===== config.mk =====
export PLATFORM = sky130hd
export DESIGN_NAME = rr_mux2_arbiter
export DESIGN_NICKNAME = d
export VERILOG_FILES = /design/src/rtl/rr_mux2_arbiter.sv
export SDC_FILE = /design/constraint.sdc
export NUM_CORES = 1
export LEC_CHECK = 0
export BUFFER_PORTS_ARGS = -buffer_cell sky130_fd_sc_hd__buf_4
export CORE_ASPECT_RATIO = 1.4
export CORE_UTILIZATION = 55
export CTS_CLUSTER_DIAMETER = 150
export DETAILED_ROUTE_END_ITERATION = 10
export PLACE_DENSITY = 0.85
export SKIP_LAST_GASP = 1
export SYNTH_ARGS = -nofsm -noshare
export SYNTH_HDL_FRONTEND = slang
export SYNTH_SLANG_ARGS = --single-unit

===== constraint.sdc =====
create_clock -name clk -period 4.35 [get_ports clk]
set_input_delay 0.87 -clock clk [delete_from_list [all_inputs] [get_ports clk]]
set_output_delay 0.87 -clock clk [all_outputs]
set_load 0.1 [all_outputs]

===== src/rtl/rr_mux2_arbiter.sv =====
// Round-robin arbiter for two valid/ready packet streams feeding a 2:1 mux.
// Grants are locked for the length of a packet. The chosen beat lands in a one-deep output register.
module rr_mux2_arbiter #(
  parameter int unsigned WIDTH = 8,
  parameter int unsigned CNT_W = 16
) (
  input  logic             clk,
  input  logic             rst_n,
  input  logic             in0_valid,
  input  logic [WIDTH-1:0] in0_data,
  input  logic             in0_last,
  output logic             in0_ready,
  input  logic             in1_valid,
  input  logic [WIDTH-1:0] in1_data,
  input  logic             in1_last,
  output logic             in1_ready,
  output logic             sel,
  output logic             out_valid,
  output logic [WIDTH-1:0] out_data,
  output logic             out_last,
  output logic             out_src,
  input  logic             out_ready,
  output logic [CNT_W-1:0] cnt0,
  output logic [CNT_W-1:0] cnt1
);

  localparam logic [1:0] IDLE  = 2'd0;
  localparam logic [1:0] LOCK0 = 2'd1;
  localparam logic [1:0] LOCK1 = 2'd2;

  logic [1:0]       state_q, state_d;
  logic             last_grant_q, last_grant_d;
  logic             out_valid_q, out_valid_d;
  logic [WIDTH-1:0] out_data_q, out_data_d;
  logic             out_last_q, out_last_d;
  logic             out_src_q, out_src_d;
  logic [CNT_W-1:0] cnt0_q, cnt0_d;
  logic [CNT_W-1:0] cnt1_q, cnt1_d;

  logic load;
  logic grant;
  logic accept;

  assign load = !out_valid_q || out_ready;

  always_comb begin
    grant = last_grant_q;
    case (state_q)
      LOCK0:   grant = 1'b0;
      LOCK1:   grant = 1'b1;
      default: begin
        if (in0_valid && !in1_valid)      grant = 1'b0;
        else if (in1_valid && !in0_valid) grant = 1'b1;
        else if (in0_valid && in1_valid)  grant = !last_grant_q;
        else                              grant = last_grant_q;
      end
    endcase
    // While the output is stalled, sel is pinned to the last decision.
    // In a locked state that value equals the forced grant.
    if (!load) grant = last_grant_q;
  end

  assign in0_ready = load && !grant && in0_valid;
  assign in1_ready = load &&  grant && in1_valid;
  assign accept    = in0_ready || in1_ready;

  always_comb begin
    state_d      = state_q;
    last_grant_d = last_grant_q;
    out_valid_d  = out_valid_q;
    out_data_d   = out_data_q;
    out_last_d   = out_last_q;
    out_src_d    = out_src_q;
    cnt0_d       = cnt0_q;
    cnt1_d       = cnt1_q;
    if (load) out_valid_d = accept;
    if (accept) begin
      out_data_d   = grant ? in1_data : in0_data;
      out_last_d   = grant ? in1_last : in0_last;
      out_src_d    = grant;
      last_grant_d = grant;
      if (grant) cnt1_d = cnt1_q + CNT_W'(1);
      else       cnt0_d = cnt0_q + CNT_W'(1);
      if (out_last_d) state_d = IDLE;
      else            state_d = grant ? LOCK1 : LOCK0;
    end
  end

  always_ff @(posedge clk or negedge rst_n) begin
    if (!rst_n) begin
      state_q      <= IDLE;
      last_grant_q <= 1'b1;
      out_valid_q  <= 1'b0;
      out_data_q   <= '0;
      out_last_q   <= 1'b0;
      out_src_q    <= 1'b0;
      cnt0_q       <= '0;
      cnt1_q       <= '0;
    end else begin
      state_q      <= state_d;
      last_grant_q <= last_grant_d;
      out_valid_q  <= out_valid_d;
      out_data_q   <= out_data_d;
      out_last_q   <= out_last_d;
      out_src_q    <= out_src_d;
      cnt0_q       <= cnt0_d;
      cnt1_q       <= cnt1_d;
    end
  end

  assign sel       = grant;
  assign out_valid = out_valid_q;
  assign out_data  = out_data_q;
  assign out_last  = out_last_q;
  assign out_src   = out_src_q;
  assign cnt0      = cnt0_q;
  assign cnt1      = cnt1_q;

endmodule

Yosys cells after proc, flatten, opt, wreduce, memory -nomap -nowiden --
Index checks and enable logic that the tools add are counted.
Cells by class: bitwise gates (word level) 1, $add $sub $neg 2, multiplexer cells 9, reductions and logical operators 16, equality and inequality tests 2
Operators by type and width (count):
- $add 16x1->16 const B | 2
- $mux 8 | 1
- $logic_and 1x1->1 | 7
- $logic_not 1->1 | 5
- $mux 1 | 5
- $mux 2 | 2
- $reduce_and 2->1 | 2
- $eq 2x1->1 const B | 1
- $eq 2x2->1 const B | 1
- $logic_or 1x1->1 | 2
- $pmux 1 s2 | 1
- $not 1->1 | 1
Storage, ports and cells: input port bits 23, output and inout port bits 46, register bits after elaboration 46

Depth between registers and ports, before layout --
Gate-level depths: netlist (run 1).
depth in word-level cells 11, mapped depth 8, depth with buffers taken out 7

Worst setup path after synthesis (run 1) --
No wires, ideal clock.
path type register -> output, from register out_valid_q (netlist: out_valid), to output port in1_ready, arrival 3.376 ns, slack 0.104 ns, cell stages (with the launch flop) 3, buffers on the path 0, required time 3.480 ns, cells stage by stage dfrtp_1 nor2b_1 nor3b_1
On the way: word-level cells in the longest chain between the ends 5
Ends and longest elaborated chain:
- start, declared | line 33 | logic out_valid_q, out_valid_d;
- start signal, assigned | line 102 | out_valid_q <= out_valid_d;
- $logic_not 1->1 * | line 44 | assign load = !out_valid_q || out_ready;
- $logic_or 1x1->1 * | line 44
- $mux 1 | line 60 | if (!load) grant = last_grant_q;
- $logic_and 1x1->1 * (2 in series) | line 64 | assign in1_ready = load && grant && in1_valid;
- end, declared | line 16 | output logic in1_ready,
Every way passes the cells marked *; elsewhere a longest branch is shown, timed or not.

Final worst setup path (run 1) --
from register state_q[1], to output port in0_ready
On the way: word-level cells in the longest chain between the ends 6, elaborated cells on any way between the ends 7
Ends and longest elaborated chain:
- start, declared | line 31 | logic [1:0] state_q, state_d;
- start signal, assigned | line 100 | state_q <= state_d;
- $eq 2x2->1 / $eq 2x1->1 (equally long branches) | line 48 | case (state_q)
- $pmux 1 s2 * | line 48
- $mux 1 * | line 60
- $logic_not 1->1 * | line 63 | assign in0_ready = load && !grant && in0_valid;
- $logic_and 1x1->1 * (2 in series) | line 63
- end, declared | line 12 | output logic in0_ready,
Marks and branches as above.

==> run summary, run 1 <==
GRT Total Usage: 0.212
slowest stage delay, CP: 470 ps
Slowest cell on crit path: ha_1
Clock Latency Late Sink: 300 ps
Detailed Routing Iterations Pass 1: 4
crit path time final: 3030 ps
Seq cells post-synth: 46
period utilisation layout: 0.695
RSZ-0062 raised after global routing: no
htree depth: 2
initial antenna violation count: 0
port bufs: 68
core area: 0.00392 mm^2
Async SR Flop Fraction: 1.00
post-synth top area share: 0.503
Vias: 1697
dpl hpwl: 3130 um
final hold violations: 0
CP Max Fanout: 7
final net count: 298
initial core utilization: 0.572
Synth cell types: 39
Max Cap Viol: 0
Rows: 27
sequential-to-total area share from yosys stat: 0.514
Post-CTS Setup Inserts: 0
dominant cells by area after synthesis: dfrtp_1 50%, xnor2_1 9.4%, mux2i_1 4.0%
WP buf/inv: 1
CP Launch Type: register
Avg Cell Area, Syn: 11.3 um^2
Synth Instances: 198
cts repair resizes: 0
commonest non-fill, non-tap cell in the layout: buf_4
Ys Warns: 0
ys flop type: dfrtp_1
DIE HEIGHT: 77.5 um
Worst EP required: 3480 ps
Iter 0 DRT Violations: 36
Die Wd: 55.9 um
Post-Route Skew: 7.72 ps
routed wire length: 4270 um
Worst-path clk slew: 90 ps
cell accounting for the most synthesized area: dfrtp_1
largest net degree at the start of global routing: 47
share of cells above drive strength 1: 0.338
placed cell count: 307
GRT overflow: 0
count of final setup violators: 0
vias in the first global route: 1689
setup_tns: 0 ps
Area growth syn-to-layout: 29.6%
DRC errors left: 0
number of synthesized flops with an enable pin: 0
crit end category: output pin
Die ar.: 0.00434 mm^2
# IOs: 69
HP Class: register to register
first-pass GRT wire length: 7250 um
Arr. time, crit path: 2160 ps
gpl congestion: 0.749
TritonCTS Sinks: 46
CTS root buf: clkbuf_8
Final ANT Viol Nets: 0
fin. max-slew vios: 0
CTS buffer count: 5
Finished Layout Cells: 315
Rel. slew slack: 0.491
status: completed
Post-CTS Hold Fix Bufs: 0
# fillers: 286
Synth Cell Area: 0.00224 mm^2
CTS tree: built
post-DR wirelength/cell: 13.6 um
commonest cells after routing, fill and taps aside: 69 x buf_4, 45 x dfrtp_1, 24 x xnor2_1, 22 x nand2_1, 15 x nor2_1
CP Class: register to output pin
syn nets: 225
worst-margin pin slew: 764 ps
fmax: 331 MHz
ant diodes: 0
Crit path max-delay family: adder cells
CTS max path bufs: 2
Via density: 5.39
crit-path cells: ha_1, or2b_4, nand2_1, a31oi_1, and2_1, buf_4
[cells by family after synthesis]
group                      synth area share
muxes                                0.0503
adders and majority gates            0.0223
AOI/OAI and AO/OA                    0.0726
xor gates and xnor gates              0.117
and+or+nand+nor                       0.211
buffers and inverters                0.0128
DFF                                   0.514
[flip-flops by register name (all words and copies together), names as in the netlist]
| name | cells |
|---|---|
| state_q | 2 |
| out_valid | 1 |
| out_last | 1 |
| cnt0 | 16 |
| out_data | 8 |
| cnt1 | 16 |
| last_grant_q | 1 |
| out_src | 1 |
[synthesized netlist by cell type (3+ instances only)]
cell type and number:
xnor2_1 24, mux2i_1 9, and3_1 3, nor3_1 3, nand4_1 6, nor4_4 3, nand2_1 22, nand3_1 13
o21ai_0 3, nor2_1 15, dfrtp_1 45, and4_1 3, a21oi_1 10, xor2_1 6, ha_1 4
[worst paths after layout]
kind | end | start | slack (ps) | cells past startpoint
worst min register to register | cnt1[15] | cnt1[15] | 480 | 1
worst max-delay path | in0_ready | state_q[1] | 1320 | 6
worst min-delay path | cnt1[15] | cnt1[15] | 480 | 1
max in group asynchronous | cnt1[2] | rst_n | 3410 | 1
worst max register to register | out_data[7] | state_q[1] | 2040 | 6
min in group asynchronous | cnt0[13] | rst_n | 550 | 1
[area by class of cell]
| type | count | area, um^2 | area share |
|---|---|---|---|
| Clock buffer | 5 | 68.8 | 0.0237 |
| Clock inverter | 3 | 45.0 | 0.0155 |
| Inverter | 2 | 7.51 | 0.00258 |
| Multi-Input combinational cell | 147 | 1060 | 0.365 |
| Sequential cell | 46 | 1150 | 0.397 |
| Tap cell | 43 | 53.8 | 0.0185 |
| Timing Repair Buffer | 69 | 518 | 0.178 |
[per-stage QoR]
stage	hold slack (ps)	utilization	worst slack (ps)	instance area (um^2)
after global routing	505	0.741	1160	2910
final	476	0.741	1320	2910
after floorplan	476	-	104	2240
after detailed placement	467	0.712	1490	2790
after global placement	464	0.712	1510	2790
after CTS	484	0.741	1320	2910
[metal layers]
metal | track usage | up-vias | wire length, um
met5 | 0 | - | 0
met4 | 0.0878 | 0 | 70
met3 | 0.0550 | 6 | 234
met2 | 0.378 | 52 | 2250
met1 | 0.239 | 807 | 1720
li1 | - | 832 | -
Power of run 1 is not shown: default switching activity piles up to over one toggle a cycle in this logic, so the estimate is an artifact.
==> run 2: changes to the inputs <==
--- a/config.mk
+++ b/config.mk
@@ -7,10 +7,10 @@
 export LEC_CHECK = 0
 export BUFFER_PORTS_ARGS = -buffer_cell sky130_fd_sc_hd__buf_4
 export CORE_ASPECT_RATIO = 1.4
-export CORE_UTILIZATION = 55
+export CORE_UTILIZATION = 51
 export CTS_CLUSTER_DIAMETER = 150
 export DETAILED_ROUTE_END_ITERATION = 10
-export PLACE_DENSITY = 0.85
+export PLACE_DENSITY = 0.8
 export SKIP_LAST_GASP = 1
 export SYNTH_ARGS = -nofsm -noshare
 export SYNTH_HDL_FRONTEND = slang
==> constraint.sdc (replaced) <==
create_clock -name clk -period 2.9 [get_ports clk]
set_input_delay 0.58 -clock clk [delete_from_list [all_inputs] [get_ports clk]]
set_output_delay 0.58 -clock clk [all_outputs]
set_load 0.1 [all_outputs]
==> run summary, run 2 (same netlist as run 1, synthesis figures left out) <==
flip-flop and latch area: 0.00115 mm^2 (unchanged)
commonest cells after routing, fill and taps aside: 70 x buf_4, 45 x dfrtp_1, 24 x xnor2_1, 22 x nand2_1, 14 x nor2_1
DIE HEIGHT: 80.4 um (+3.7%)
htree depth: 2 (unchanged)
CP Class: register to output pin
Area growth syn-to-layout: 30.1%
GRT overflow: 0 (unchanged)
first-pass GRT wire length: 7120 um (-1.8%)
fin. max-slew vios: 0 (unchanged)
Iter 0 DRT Violations: 46 (+28%)
count of final setup violators: 0 (unchanged)
Post-CTS Setup Inserts: 0 (unchanged)
share of cells above drive strength 1: 0.341 (+0.00242)
Rel. slew slack: 0.539 (+0.0481)
post-DR wirelength/cell: 13.1 um (-3.7%)
largest net degree at the start of global routing: 47 (unchanged)
Die ar.: 0.00467 mm^2 (+7.6%)
crit end category: output pin
Worst EP required: 2320 ps (-1160 ps)
CTS buffer count: 5 (unchanged)
Via density: 5.38 (-0.13%)
CTS tree: built
crit path time final: 2730 ps
CTS root buf: clkbuf_8
commonest non-fill, non-tap cell in the layout: buf_4
initial core utilization: 0.533 (-0.0388)
cts repair resizes: 0 (unchanged)
status: complete, but fails checks
Worst-path clk slew: 80 ps (about the same)
CTS max path bufs: 2 (unchanged)
RSZ-0062 raised after global routing: no
post-layout util: 0.693 (-0.0479)
Detailed Routing Iterations Pass 1: 7 (+3)
initial antenna violation count: 0 (unchanged)
period utilisation layout: 0.942
violated checks: DRC
grt met1 use: 0.219 (-0.0197)
met2 usage: 0.357 (-0.0208)
CP Launch Type: register
GR Layer Usage met3: 0.0548 (-0.000250)
Arr. time, crit path: 2150 ps (about the same)
dpl hpwl: 3110 um (-0.73%)
routed wire length: 4150 um (-2.8%)
DRC errors left: 2 (+2)
ant diodes: 0 (unchanged)
area occupied by multi-input gates: 0.00107 mm^2 (+0.71%)
HP Class: input pin to asynchronous set/reset pin
# fillers: 355 (+24%)
vias in the first global route: 1680 (-0.53%)
Vias: 1711 (+0.82%)
final hold violations: 0 (unchanged)
gpl congestion: 0.739 (-1.3%)
GR peak layer: met2
GRT Total Usage: 0.199 (-0.0134)
port bufs: 68 (unchanged)
Post-Route Skew: 6.49 ps (-1.23 ps)
core area: 0.00420 mm^2 (+7.3%)
CP Max Fanout: 7 (unchanged)
Rows: 28 (+3.7%)
final net count: 299 (+0.34%)
worst-margin pin slew: 690 ps (-73.5 ps)
Final ANT Viol Nets: 0 (unchanged)
Max Cap Viol: 0 (unchanged)
Post-CTS Hold Fix Bufs: 0 (unchanged)
Die Wd: 58.0 um (+3.7%)
Clock Latency Late Sink: 290 ps (about the same)
fmax: 366 MHz
# IOs: 69 (unchanged)
TritonCTS Sinks: 46 (unchanged)
## run 2: final cells by class
| type | instances | area share |
|---|---|---|
| flip-flops and latches | 46 | 0.395 |
| multi-input cells | 147 | 0.366 |
| repair buffers | 70 | 0.180 |
| clock buffers | 7 | 0.0262 |
| well taps | 45 | 0.0193 |
| clock inverters | 1 | 0.0103 |
| inverters | 2 | 0.00258 |
## run 2: critical path, cell delays in order (launching register included)
cell and delay [ps]:
dfrtp_1 400, ha_1 450, or2b_4 210, nand2_1 80, a31oi_1 260, and2_1 170, buf_4 290
## run 2: metal layers
metal | share of wire | routed length [um]
met1 | 0.41 | 1700
met3 | 0.052 | 214
met4 | 0.014 | 58
met5 | 0 | 0
met2 | 0.53 | 2190
## run 2: worst paths after layout
check / startpoint / to / slack (ps) / cells after the start
min in group clk: in1_last / state_q[1] / 470 / 2
worst max register to register: state_q[1] / out_data[7] / 730 / 7
worst max-delay path: state_q[1] / in0_ready / 170 / 6
worst min-delay path: rst_n / out_data[1] / 260 / 1
worst min register to register: cnt0[15] / cnt0[15] / 470 / 1
max in group asynchronous: rst_n / last_grant_q / 2230 / 1
## run 2: stage by stage
stage	hold WS, ps	area (um^2)	TNS, ps	worst slack [ps]	instances
after CTS	300	2920	0	152	318
after detailed placement	465	2810	0	521	310
after global placement	460	2810	0	557	310
after floorplan	284	2250	-65.4	-65.4	198
after global routing	320	2920	0	41.7	318
final	265	2920	0	168	318
Power of run 2 is left out for the same reason.
==> run 3: changes to the inputs <==
--- a/config.mk
+++ b/config.mk
@@ -5,12 +5,12 @@
 export SDC_FILE = /design/constraint.sdc
 export NUM_CORES = 1
 export LEC_CHECK = 0
-export BUFFER_PORTS_ARGS = -buffer_cell sky130_fd_sc_hd__buf_4
 export CORE_ASPECT_RATIO = 1.4
-export CORE_UTILIZATION = 51
+export CORE_UTILIZATION = 60
 export CTS_CLUSTER_DIAMETER = 150
 export DETAILED_ROUTE_END_ITERATION = 10
-export PLACE_DENSITY = 0.8
+export DONT_BUFFER_PORTS = 1
+export PLACE_DENSITY = 0.76
 export SKIP_LAST_GASP = 1
 export SYNTH_ARGS = -nofsm -noshare
 export SYNTH_HDL_FRONTEND = slang
==> run summary, run 3 (same netlist as run 1, synthesis figures left out) <==
Worst-path clk slew: 90 ps (about the same)
Rel. slew slack: 0.373 (-0.166)
port bufs: 0 (-100%)
CP Class: register to output pin
routed wire length: 4390 um (+5.8%)
initial core utilization: 0.645 (+0.112)
crit path time final: 2680 ps (-56.1 ps)
GRT Total Usage: 0.251 (+0.0526)
Die Wd: 53.7 um (-7.5%)
Post-CTS Setup Inserts: 0 (unchanged)
final hold violations: 0 (unchanged)
period utilisation layout: 0.923 (-0.0194)
Die ar.: 0.00399 mm^2 (-15%)
Arr. time, crit path: 2100 ps (-50 ps)
commonest cells after routing, fill and taps aside: 45 x dfrtp_1, 32 x buf_4, 24 x xnor2_1, 22 x nand2_1, 14 x nor2_1
TritonCTS Sinks: 46 (unchanged)
area occupied by multi-input gates: 0.00107 mm^2 (+0.59%)
GR peak layer: met2
DRC errors left: 0 (-2)
met2 usage: 0.469 (+0.112)
worst hold margin: 110 ps (-155 ps)
final net count: 264 (-12%)
CTS tree: built
Iter 0 DRT Violations: 27 (-41%)
Area growth syn-to-layout: 20.5%
htree depth: 2 (unchanged)
vias in the first global route: 1714 (+2.0%)
gpl congestion: 0.825 (+12%)
Clock Latency Late Sink: 300 ps (about the same)
CTS root buf: clkbuf_8
status: completed
Worst EP required: 2320 ps (about the same)
Final ANT Viol Nets: 0 (unchanged)
# IOs: 69 (unchanged)
commonest non-fill, non-tap cell in the layout: dfrtp_1
CTS buffer count: 5 (unchanged)
ant diodes: 0 (unchanged)
core area: 0.00347 mm^2 (-17%)
share of cells above drive strength 1: 0.248 (-0.0928)
Post-Route Skew: 8.09 ps (+1.60 ps)
CP Launch Type: register
Via density: 5.86 (+9.0%)
worst-margin pin slew: 941 ps (+251 ps)
CP Max Fanout: 7 (unchanged)
first-pass GRT wire length: 7090 um (-0.48%)
GR Layer Usage met3: 0.0798 (+0.0250)
grt met1 use: 0.234 (+0.0150)
dpl hpwl: 3160 um (+1.7%)
Detailed Routing Iterations Pass 1: 5 (-2)
post-DR wirelength/cell: 15.8 um (+21%)
crit end category: output pin
largest net degree at the start of global routing: 46 (-2.1%)
flip-flop and latch area: 0.00115 mm^2 (unchanged)
Post-CTS Hold Fix Bufs: 1 (+1)
initial antenna violation count: 0 (unchanged)
cts repair resizes: 0 (unchanged)
HP Class: input pin to asynchronous set/reset pin
CTS max path bufs: 2 (unchanged)
fin. max-slew vios: 0 (unchanged)
Vias: 1630 (-4.7%)
count of final setup violators: 0 (unchanged)
RSZ-0062 raised after global routing: no
fmax: 374 MHz (+2.1%)
DIE HEIGHT: 74.3 um (-7.6%)
Rows: 25 (-11%)
Max Cap Viol: 0 (unchanged)
GRT overflow: 0 (unchanged)
# fillers: 218 (-39%)
-- run 3: layout make-up --
class                           count  area share
Clock buffer                        6      0.0269
Clock inverter                      2      0.0139
Inverter                            2     0.00278
Multi-Input combinational cell    147       0.397
Sequential cell                    46       0.427
Tap cell                           40      0.0185
Timing Repair Buffer               35       0.114
-- run 3: per-layer routing --
metal / share of wire / up-vias / wire length (um)
met5: 0 / - / 0
li1: - / 761 / -
met4: 0.024 / 0 / 105
met3: 0.077 / 10 / 339
met1: 0.35 / 789 / 1520
met2: 0.55 / 70 / 2430
-- run 3: worst max-delay path, cell delays in order, from the launching register on --
cell,delay [ps]
dfrtp_1,340
inv_1,70
ha_1,440
or2b_4,210
nand2_1,50
a31oi_1,260
and2_1,230
buf_12,190
-- run 3: per-stage QoR --
| step | setup WS, ps | std cells | setup TNS [ps] | area (um^2) | util |
|---|---|---|---|---|---|
| after floorplan | -65.4 | 198 | -65.4 | 2250 | - |
| after global routing | 121 | 278 | 0 | 2700 | 0.778 |
| after global placement | 601 | 269 | 0 | 2560 | 0.738 |
| after detailed placement | 580 | 269 | 0 | 2560 | 0.738 |
| after CTS | 227 | 278 | 0 | 2700 | 0.778 |
| final | 224 | 278 | 0 | 2700 | 0.778 |
-- run 3: path summary, 6_finish.rpt --
check                                start      endpoint  slack [ps]  cells past startpoint
worst max-delay path            state_q[0]     in0_ready         220                      7
worst min-delay path                 rst_n  last_grant_q         110                      0
worst max register to register  state_q[0]   out_data[2]         650                      7
worst min register to register  state_q[1]    state_q[1]         520                      2
max in group asynchronous            rst_n      cnt1[13]        2590                      1
min in group clk                  in1_last    state_q[1]         370                      1
Power of run 3 is left out for the same reason.
